### config.mk
export PLATFORM = sky130hd
export DESIGN_NAME = carregador_de_instrucoes_flat
export DESIGN_NICKNAME = d
export VERILOG_FILES = /design/src/rtl/carregador_de_instrucoes_if.sv /design/src/rtl/carregador_de_instrucoes.sv /design/src/flat_wrapper.sv
export SDC_FILE = /design/constraint.sdc
export NUM_CORES = 1
export LEC_CHECK = 0
export CORE_MARGIN = 2
export CORE_UTILIZATION = 43
export CTS_CLUSTER_DIAMETER = 30
export CTS_CLUSTER_SIZE = 40
export DETAILED_ROUTE_END_ITERATION = 8
export PLACE_DENSITY_LB_ADDON = 0.15
export SLEW_MARGIN = 20
export SYNTH_ARGS = -nofsm -noshare
export SYNTH_HDL_FRONTEND = slang
export SYNTH_SLANG_ARGS = --single-unit
### constraint.sdc
create_clock -name Clock -period 6.75 [get_ports Clock]
set_input_delay 1.35 -clock Clock [delete_from_list [all_inputs] [get_ports Clock]]
set_output_delay 1.35 -clock Clock [all_outputs]
set_load 0.005 [all_outputs]
### src/rtl/carregador_de_instrucoes_if.sv
// Loader bus: host word handshake, instruction RAM port and load status.
// The loader is the master; the host/RAM side uses the slave view.
interface carregador_de_instrucoes_if #(
  parameter int ADDR_W = 4,
  parameter int DATA_W = 16
);
  logic              Inicio;
  logic              Dado_valido;
  logic [DATA_W-1:0] Dado;
  logic              Dado_pronto;
  logic [ADDR_W-1:0] mem_address;
  logic [DATA_W-1:0] mem_data;
  logic              mem_wren;
  logic [DATA_W-1:0] mem_q;
  logic              Carga_concluida;
  logic              Erro;
  logic [DATA_W-1:0] Checksum;

  modport master (
    input  Inicio, Dado_valido, Dado, mem_q,
    output Dado_pronto, mem_address, mem_data, mem_wren,
           Carga_concluida, Erro, Checksum
  );

  modport slave (
    output Inicio, Dado_valido, Dado, mem_q,
    input  Dado_pronto, mem_address, mem_data, mem_wren,
           Carga_concluida, Erro, Checksum
  );
endinterface

### src/rtl/carregador_de_instrucoes.sv
// Instruction RAM loader: writes host words to addresses 0..N-1, reads them
// back and compares additive checksums before releasing the fetch unit.
//
// state     | meaning
// OCIOSO    | idle after reset, waiting for Inicio
// ESCRITA   | accepting host words and writing them to RAM
// VERIFICA  | presenting addresses 0..N-1 for read-back
// DRENO     | last read word arriving, final checksum compare
// CONCLUIDO | load verified, Carga_concluida held high
// ERRO      | checksum mismatch, Erro held high
module carregador_de_instrucoes #(
  parameter int NUM_PALAVRAS = 16,
  parameter int ADDR_W       = 4,
  parameter int DATA_W       = 16
) (
  input  logic                          Clock,
  input  logic                          Reset,
  carregador_de_instrucoes_if.master    bus
);

  typedef enum logic [2:0] {
    OCIOSO,
    ESCRITA,
    VERIFICA,
    DRENO,
    CONCLUIDO,
    ERRO
  } estado_t;

  localparam logic [ADDR_W:0] ULTIMO = (ADDR_W+1)'(NUM_PALAVRAS - 1);
  localparam logic [ADDR_W:0] UM     = (ADDR_W+1)'(1);

  estado_t           estado_q;
  logic [ADDR_W:0]   cnt_q;
  logic [DATA_W-1:0] soma_escrita_q;
  logic [DATA_W-1:0] soma_lida_q;
  logic [DATA_W-1:0] soma_lida_d;
  logic              leitura_valida_q;
  logic              dado_pronto_q;
  logic              concluida_q;
  logic              erro_q;

  // Read data lags the address by one cycle, so the last word is folded in
  // combinationally during DRENO.
  assign soma_lida_d = soma_lida_q + bus.mem_q;

  always_ff @(posedge Clock) begin
    if (Reset) begin
      estado_q         <= OCIOSO;
      cnt_q            <= '0;
      soma_escrita_q   <= '0;
      soma_lida_q      <= '0;
      leitura_valida_q <= 1'b0;
      dado_pronto_q    <= 1'b0;
      concluida_q      <= 1'b0;
      erro_q           <= 1'b0;
    end else begin
      leitura_valida_q <= (estado_q == VERIFICA);
      if (leitura_valida_q) begin
        soma_lida_q <= soma_lida_d;
      end

      case (estado_q)
        OCIOSO, CONCLUIDO, ERRO: begin
          if (bus.Inicio) begin
            estado_q       <= ESCRITA;
            cnt_q          <= '0;
            soma_escrita_q <= '0;
            soma_lida_q    <= '0;
            dado_pronto_q  <= 1'b1;
            concluida_q    <= 1'b0;
            erro_q         <= 1'b0;
          end
        end

        ESCRITA: begin
          if (bus.Dado_valido) begin
            soma_escrita_q <= soma_escrita_q + bus.Dado;
            if (cnt_q == ULTIMO) begin
              estado_q      <= VERIFICA;
              cnt_q         <= '0;
              dado_pronto_q <= 1'b0;
            end else begin
              cnt_q <= cnt_q + UM;
            end
          end
        end

        VERIFICA: begin
          cnt_q <= cnt_q + UM;
          if (cnt_q == ULTIMO) begin
            estado_q <= DRENO;
          end
        end

        DRENO: begin
          if (soma_lida_d == soma_escrita_q) begin
            estado_q    <= CONCLUIDO;
            concluida_q <= 1'b1;
          end else begin
            estado_q <= ERRO;
            erro_q   <= 1'b1;
          end
        end

        default: begin
          estado_q <= OCIOSO;
        end
      endcase
    end
  end

  // The RAM samples on the same edge, so reset must kill the write immediately.
  assign bus.mem_wren    = (estado_q == ESCRITA) && bus.Dado_valido && !Reset;
  assign bus.mem_address = ((estado_q == ESCRITA) || (estado_q == VERIFICA))
                           ? cnt_q[ADDR_W-1:0] : '0;
  assign bus.mem_data    = (estado_q == ESCRITA) ? bus.Dado : '0;

  assign bus.Dado_pronto     = dado_pronto_q;
  assign bus.Carga_concluida = concluida_q;
  assign bus.Erro            = erro_q;
  assign bus.Checksum        = soma_escrita_q;

endmodule

### src/flat_wrapper.sv
// flat-port wrapper written by rule: the top's interface ports become plain ports
module carregador_de_instrucoes_flat 
#(
  parameter int NUM_PALAVRAS = 16,
  parameter int ADDR_W       = 4,
  parameter int DATA_W       = 16
)
  (Clock, Reset, bus_Inicio, bus_Dado_valido, bus_Dado, bus_mem_q, bus_Dado_pronto, bus_mem_address, bus_mem_data, bus_mem_wren, bus_Carga_concluida, bus_Erro, bus_Checksum);
  carregador_de_instrucoes_if #(.ADDR_W(ADDR_W), .DATA_W(DATA_W)) bus_i ();
  input  logic Clock;
  input  logic Reset;
  input wire logic [$bits(bus_i.Inicio)-1:0] bus_Inicio;
  input wire logic [$bits(bus_i.Dado_valido)-1:0] bus_Dado_valido;
  input wire logic [$bits(bus_i.Dado)-1:0] bus_Dado;
  input wire logic [$bits(bus_i.mem_q)-1:0] bus_mem_q;
  output wire logic [$bits(bus_i.Dado_pronto)-1:0] bus_Dado_pronto;
  output wire logic [$bits(bus_i.mem_address)-1:0] bus_mem_address;
  output wire logic [$bits(bus_i.mem_data)-1:0] bus_mem_data;
  output wire logic [$bits(bus_i.mem_wren)-1:0] bus_mem_wren;
  output wire logic [$bits(bus_i.Carga_concluida)-1:0] bus_Carga_concluida;
  output wire logic [$bits(bus_i.Erro)-1:0] bus_Erro;
  output wire logic [$bits(bus_i.Checksum)-1:0] bus_Checksum;
  assign bus_i.Inicio = bus_Inicio;
  assign bus_i.Dado_valido = bus_Dado_valido;
  assign bus_i.Dado = bus_Dado;
  assign bus_i.mem_q = bus_mem_q;
  assign bus_Dado_pronto = bus_i.Dado_pronto;
  assign bus_mem_address = bus_i.mem_address;
  assign bus_mem_data = bus_i.mem_data;
  assign bus_mem_wren = bus_i.mem_wren;
  assign bus_Carga_concluida = bus_i.Carga_concluida;
  assign bus_Erro = bus_i.Erro;
  assign bus_Checksum = bus_i.Checksum;
  carregador_de_instrucoes #(.NUM_PALAVRAS(NUM_PALAVRAS), .ADDR_W(ADDR_W), .DATA_W(DATA_W)) u_core (.Clock(Clock), .Reset(Reset), .bus(bus_i));
endmodule
==> impl_metrics.env, run 1 <==
export IMPL_drt_pass1_iterations=4
export IMPL_io_pins=76
export IMPL_crit_slowest_cell="clkdlybuf4s50_1"
export IMPL_ys_seq_area_share_pct=25.3
export IMPL_internal_power_uw=433
export IMPL_finClkSkew_ns=0.0137
export IMPL_synth_top_family_by_area="compound AO/OA/AOI/OAI gates"
export IMPL_tns_ns=0
export IMPL_hp_class="reg -> reg"
export IMPL_grt_first_pass_wirelength_um=14400
export IMPL_gr_total_overflow=0
export IMPL_cap_violations=0
export IMPL_via_per_inst=5.46
export IMPL_r2r_start="u_core.soma_lida_q[0]"
export IMPL_critPathTopFamily="buffers and inverters"
export IMPL_portBuffers=75
export IMPL_synth_common_cells="nor2_1 (55), dfxtp_1 (44), ha_1 (33)"
export IMPL_synth_flop_cell="dfxtp_1"
export IMPL_period_minus_slack_ns=4.59
export IMPL_synth_fa_ha_area_share_pct=13.0
export IMPL_ys_seq_elements=44
export IMPL_drc=0
export IMPL_muxShareOfSynthArea_pct=3.73
export IMPL_crit_chain="clkdlybuf4s50_1 -> nor2_1 -> clkdlybuf4s50_1"
export IMPL_p_sw_share_pct=29.8
export IMPL_synth_avg_cell_area_um2=8.20
export IMPL_post_cts_setup_buffers=0
export IMPL_start_kind="primary input"
export IMPL_status="completed"
export IMPL_coreArea_um2=7810
export IMPL_max_freq_ghz=0.218
export IMPL_critical_path_class="in -> out"
export IMPL_dieHeight_um=94.0
export IMPL_switching_power_uw=184
export IMPL_cpPeakStageDelay_ns=0.88
export IMPL_cts_root_buf="clkbuf_8"
export IMPL_yosysMostFrequentCell="nor2_1"
export IMPL_drt_iter0_drc=101
export IMPL_synth_top_area_cell="dfxtp_1"
export IMPL_p_total_uw=617
export IMPL_period_share_pct=68.1
export IMPL_rsz0062_at_grt="false"
export IMPL_powerDensity_nw_per_um2=140
export IMPL_syn_nets=496
export IMPL_vias=3245
export IMPL_synth_cells=425
export IMPL_netlist_area_um2=3480
export IMPL_slew_violations=0
export IMPL_endpoint="bus_mem_wren"
export IMPL_arrival_ns=3.24
export IMPL_setup_violations=0
export IMPL_ant_nets=0
export IMPL_critPathLaunch="Reset"
export IMPL_clkTransAtPathRegs_ns=0.08
export IMPL_n_fill_cell=732
export IMPL_synth_distinct_cells=53
export IMPL_path_max_fanout=23
export IMPL_path_buf_inv=2
export IMPL_timing_rr_end="u_core.bus.Erro"
export IMPL_die_area_um2=8840
export IMPL_antenna_found_initial=0
export IMPL_async_flop_share_pct=0
export IMPL_num_antenna_cells=0
export IMPL_worstSetupPathDepth=3
export IMPL_r2r_cells=12
export IMPL_clk_latency_ns=0.31
export IMPL_groute_usage_overall_pct=20.2
export IMPL_dp_hpwl_um=6780
export IMPL_synth_compound_area_share_pct=22.5
export IMPL_hold_viol=0
export IMPL_area_delta_synth_final_pct=26.3
export IMPL_combPwrFrac_pct=26.0
export IMPL_grt_pass1_vias=3146
export IMPL_drive_above_1_share_pct=2.44
export IMPL_synth_area_top_cells="dfxtp_1 (25%), ha_1 (12%), xnor2_1 (6.5%)"
export IMPL_cts_sinks=44
export IMPL_synthSimpleGateAreaFrac_pct=20.4
export IMPL_synth_edff_count=0
export IMPL_grt_start_max_net_pins=24
export IMPL_ys_warn_count=0
export IMPL_avgRoutedWirePerCell_um=14.8
export IMPL_leakagePower_nw=1.89
export IMPL_worstMarginPinSlew_ns=0.952
export IMPL_critPathRequiredTime_ns=5.40
export IMPL_yosys_area_top_type_share_pct=25.3
export IMPL_r2r_setup_slack_ns=3.56
export IMPL_rows=32
export IMPL_clkPwrFrac_pct=29.5
export IMPL_cts_resized=0
export IMPL_htree_num_levels=2
export IMPL_initial_utilization_pct=44.6
export IMPL_hold_buffers=0
export IMPL_fp_dieW_um=94.0
export IMPL_endpoint_kind="primary output"
export IMPL_crit_top_cell="clkdlybuf4s50_1"
export IMPL_numCtsBuffers=5
export IMPL_totalWireLength_um=8820
export IMPL_clockBufferDepth=2
export IMPL_peakVddDrop_v=0.0000799
export IMPL_synth_xor_area_share_pct=11.8
export IMPL_relSlewSlack_pct=36.5
export IMPL_cts_tree="yes"
export IMPL_nNetsFinal=562
export IMPL_seqPwrFrac_pct=44.5
export IMPL_gp_congestion=0.926
==> kinds of logic (layout without fill, tap and decap cells) <==
group / after synthesis / count (layout)
compound gates: 112 / 112
xor+xnor: 44 / 44
fa+ha+maj: 35 / 35
buf+inv: 29 / 96
flops: 44 / 44
mux: 13 / 13
simple gates: 148 / 148
==> how the worst min path moves through the flow <==
stage                              to  cells after the start  slack, ns              startpoint
3_3_place_gp   u_core.bus.Dado_pronto                      2       0.45  u_core.bus.Dado_pronto
2_1_floorplan  u_core.bus.Dado_pronto                      2       0.45  u_core.bus.Dado_pronto
6_report       u_core.bus.Dado_pronto                      2       0.47  u_core.bus.Dado_pronto
4_1_cts        u_core.bus.Dado_pronto                      2       0.48  u_core.bus.Dado_pronto
3_5_place_dp   u_core.bus.Dado_pronto                      2       0.46  u_core.bus.Dado_pronto
5_1_grt        u_core.bus.Dado_pronto                      2       0.48  u_core.bus.Dado_pronto
==> cell type report <==
class | instances | area, um2 | share of cell area [%]
Clock buffer | 6 | 82.6 | 1.88
Clock inverter | 2 | 15.0 | 0.341
Inverter | 12 | 45.0 | 1.02
Multi-Input combinational cell | 352 | 2490 | 56.6
Sequential cell | 44 | 881 | 20.0
Tap cell | 102 | 128 | 2.90
Timing Repair Buffer | 76 | 758 | 17.2
==> layout by cell type (no fill, tap or decap), types with 2 or more instances in the layout <==
master,netlist,layout
a211o_1,3,3
a211oi_1,8,8
a21o_1,13,13
a21oi_1,21,21
a22o_1,3,3
a22oi_1,11,11
a31oi_1,6,6
and2_1,8,8
and3_1,18,18
clkbuf_8,0,6
clkdlybuf4s50_1,0,75
clkinvlp_4,0,2
dfxtp_1,44,44
fa_1,2,2
ha_1,33,33
inv_1,12,12
mux2i_1,13,13
nand2_1,24,24
nand2b_1,11,11
nand3_1,5,5
nand4_1,4,4
nor2_1,55,55
nor2b_1,4,4
nor3_1,12,12
o211ai_1,2,2
o21a_1,4,4
o21ai_0,15,15
o21ai_1,4,4
o21bai_1,2,2
o311ai_0,2,2
o31a_1,2,2
o31ai_1,2,2
or3_1,3,3
xnor2_1,26,26
xnor3_1,2,2
xor2_1,16,16
==> per-layer routing <==
metal	GRT usage, %	part of all wire (%)
met4	4.47	0.62
met3	3.21	4.0
met2	35.9	48
met5	0	0
met1	25.7	47
==> stage by stage <==
step                util (%)  hold WS (ns)  setup WS (ns)  std cells  cell area (um2)
finish                  56.4         0.471           2.16        594             4400
global route            56.4         0.484           2.08        594             4400
CTS                     56.4         0.475           2.17        594             4400
detailed placement      55.1         0.456           2.08        586             4300
global placement        55.1         0.449           2.17        586             4300
floorplan                  -         0.445           2.78        425             3480
==> power groups by stage <==
stage	registers, mW	logic, mW	clock network [mW]
floorplan	0.278	0.0950	0
global placement	0.281	0.158	0
detailed placement	0.281	0.160	0
CTS	0.275	0.161	0.188
global route	0.276	0.176	0.197
finish	0.275	0.160	0.182
==> state kept, by name, indices dropped and copies added, names as in the netlist <==
signal	flops
u_core.bus.Carga_concluida	1
u_core.bus.Checksum	16
u_core.bus.Dado_pronto	1
u_core.bus.Erro	1
u_core.cnt_q	5
u_core.estado_q	3
u_core.leitura_valida_q	1
u_core.soma_lida_q	16
==> worst reg2reg max path: stages, from the launching register on <==
cell and delay (ns):
dfxtp_1 0.32, ha_1 0.20, inv_1 0.08, fa_1 0.20, inv_1 0.05, a21o_1 0.19, a221o_1 0.35, a211o_1 0.36
a41oi_2 0.26, xnor3_1 0.24, nor4_1 0.28, nand4_1 0.25, a41o_1 0.30
(Power assumes the default switching activity.)
==> run 2, diff against run 1 <==
==> constraint.sdc (replaced) <==
create_clock -name Clock -period 3.85 [get_ports Clock]
set_input_delay 0.77 -clock Clock [delete_from_list [all_inputs] [get_ports Clock]]
set_output_delay 0.77 -clock Clock [all_outputs]
set_load 0.005 [all_outputs]
==> impl_metrics.env, run 2 (synthesis results as in run 1) <==
export IMPL_groute_usage_overall_pct=21.4
export IMPL_switching_power_uw=318
export IMPL_initial_utilization_pct=44.6
export IMPL_crit_top_cell="inv_1"
export IMPL_nNetsFinal=575
export IMPL_cap_violations=0
export IMPL_status="completed"
export IMPL_endpoint_kind="flop"
export IMPL_cts_sinks=44
export IMPL_via_per_inst=5.53
export IMPL_ant_nets=0
export IMPL_drc=0
export IMPL_drive_above_1_share_pct=4.75
export IMPL_leakagePower_nw=1.96
export IMPL_coreArea_um2=7810
export IMPL_max_freq_ghz=0.271
export IMPL_combPwrFrac_pct=25.3
export IMPL_critical_path_class="in -> reg"
export IMPL_hold_buffers=0
export IMPL_dieHeight_um=94.0
export IMPL_hold_viol=0
export IMPL_cts_tree="yes"
export IMPL_htree_num_levels=2
export IMPL_drt_iter0_drc=124
export IMPL_hp_class="reg -> reg"
export IMPL_critPathRequiredTime_ns=4.04
export IMPL_finClkSkew_ns=0.00628
export IMPL_dp_hpwl_um=6980
export IMPL_drt_pass1_iterations=5
export IMPL_rsz0062_at_grt="false"
export IMPL_tns_ns=0
export IMPL_dp_slack_ns=-0.188
export IMPL_internal_power_uw=809
export IMPL_relSlewSlack_pct=35.9
export IMPL_gp_congestion=0.896
export IMPL_antenna_found_initial=0
export IMPL_post_cts_setup_buffers=0
export IMPL_cpPeakStageDelay_ns=0.40
export IMPL_final_common_cell="clkdlybuf4s50_1"
export IMPL_numCtsBuffers=5
export IMPL_grt_start_max_net_pins=23
export IMPL_die_area_um2=8840
export IMPL_layout_setup_ws_ns=0.156
export IMPL_worstMarginPinSlew_ns=0.960
export IMPL_arrival_ns=3.89
export IMPL_fp_dieW_um=94.0
export IMPL_layout_common_cells="clkdlybuf4s50_1 (75), nor2_1 (55), dfxtp_1 (44)"
export IMPL_cts_resized=0
export IMPL_n_fill_cell=746
export IMPL_area_delta_synth_final_pct=29.4
export IMPL_period_minus_slack_ns=3.69
export IMPL_vias=3359
export IMPL_clk_latency_ns=0.30
export IMPL_crit_chain="clkdlybuf4s50_1 -> ha_1 -> inv_1 -> fa_1 -> inv_1 -> a21o_1 -> a221o_1 -> a211o_1 -> a41oi_2 -> xnor3_1 -> nor4_1 -> nand4_1 -> a41o_1"
export IMPL_gr_total_overflow=0
export IMPL_clockBufferDepth=2
export IMPL_peakVddDrop_v=0.000146
export IMPL_grt_first_pass_wirelength_um=15300
export IMPL_grt_pass1_vias=3304
export IMPL_clkTransAtPathRegs_ns=0.09
export IMPL_cts_root_buf="clkbuf_8"
export IMPL_totalWireLength_um=9110
export IMPL_powerDensity_nw_per_um2=250
export IMPL_p_sw_share_pct=28.2
export IMPL_start_kind="primary input"
export IMPL_crit_slowest_cell="clkdlybuf4s50_1"
export IMPL_portBuffers=75
export IMPL_period_share_pct=95.9
export IMPL_io_pins=76
export IMPL_slew_violations=0
export IMPL_avgRoutedWirePerCell_um=15.0
export IMPL_setup_violations=0
export IMPL_seqPwrFrac_pct=42.7
export IMPL_num_antenna_cells=0
export IMPL_path_max_fanout=3
export IMPL_rows=32
export IMPL_clkPwrFrac_pct=32.0
-- run 2: critical path, delay by kind of cell --
kind	cells	cell delay (ns)
AND/OR/NAND/NOR	2	0.54
XOR/XNOR	1	0.24
AO/OA/AOI/OAI	5	1.39
buffers and inverters	3	0.54
adder cells (fa/ha/maj)	2	0.40
-- run 2: final timing paths --
path / cells after the start / endpoint / slack (ns) / from
max: 13 / u_core.bus.Erro / 0.16 / bus_mem_q[0]
min: 2 / u_core.bus.Dado_pronto / 0.46 / u_core.bus.Dado_pronto
max reg2reg: 12 / u_core.bus.Erro / 0.73 / u_core.soma_lida_q[0]
min reg2reg: 2 / u_core.bus.Dado_pronto / 0.46 / u_core.bus.Dado_pronto
-- run 2: power by group through the flow --
stage / Clock (mW) / Combinational, mW / Sequential, mW
floorplan: 0 / 0.167 / 0.488
global placement: 0 / 0.279 / 0.492
detailed placement: 0 / 0.284 / 0.492
CTS: 0.371 / 0.286 / 0.481
global route: 0.389 / 0.315 / 0.483
finish: 0.361 / 0.285 / 0.481
-- run 2: layer usage --
| metal | part of all wire (%) | vias to the layer above | track usage, % |
|---|---|---|---|
| li1 | - | 1702 | - |
| met2 | 48 | 79 | 38.0 |
| met1 | 46 | 1571 | 27.7 |
| met4 | 1.0 | 0 | 4.47 |
| met5 | 0 | - | 0 |
| met3 | 4.3 | 7 | 2.73 |
-- run 2: layout make-up --
type,count,area [um2],share of cell area [%]
well taps,102,128,2.83
multi-input cells,352,2490,55.3
inverters,12,45.0,0.999
repair buffers,89,856,19.0
flip-flops and latches,44,881,19.5
clock inverters,2,35.0,0.777
clock buffers,6,72.6,1.61
-- run 2: stage by stage --
stage                     total power, mW  utilization (%)  cells  hold slack, ns  cell area, um2
after global placement              0.772             56.4    599           0.447            4400
after floorplan                     0.655                -    425           0.445            3480
final                                1.13             57.7    607           0.461            4510
after detailed placement            0.776             56.4    599           0.447            4400
after global routing                 1.19             57.7    607           0.480            4510
after CTS                            1.14             57.7    607           0.466            4510
==> run 3, diff against run 2 <==
--- a/config.mk
+++ b/config.mk
@@ -10,6 +10,7 @@
 export CTS_CLUSTER_DIAMETER = 30
 export CTS_CLUSTER_SIZE = 40
 export DETAILED_ROUTE_END_ITERATION = 8
+export HOLD_SLACK_MARGIN = 0.12
 export PLACE_DENSITY_LB_ADDON = 0.15
 export SLEW_MARGIN = 20
 export SYNTH_ARGS = -nofsm -noshare
==> results of run 3 <==
The final DEF is identical to that of run 2; final timing and power are the same.
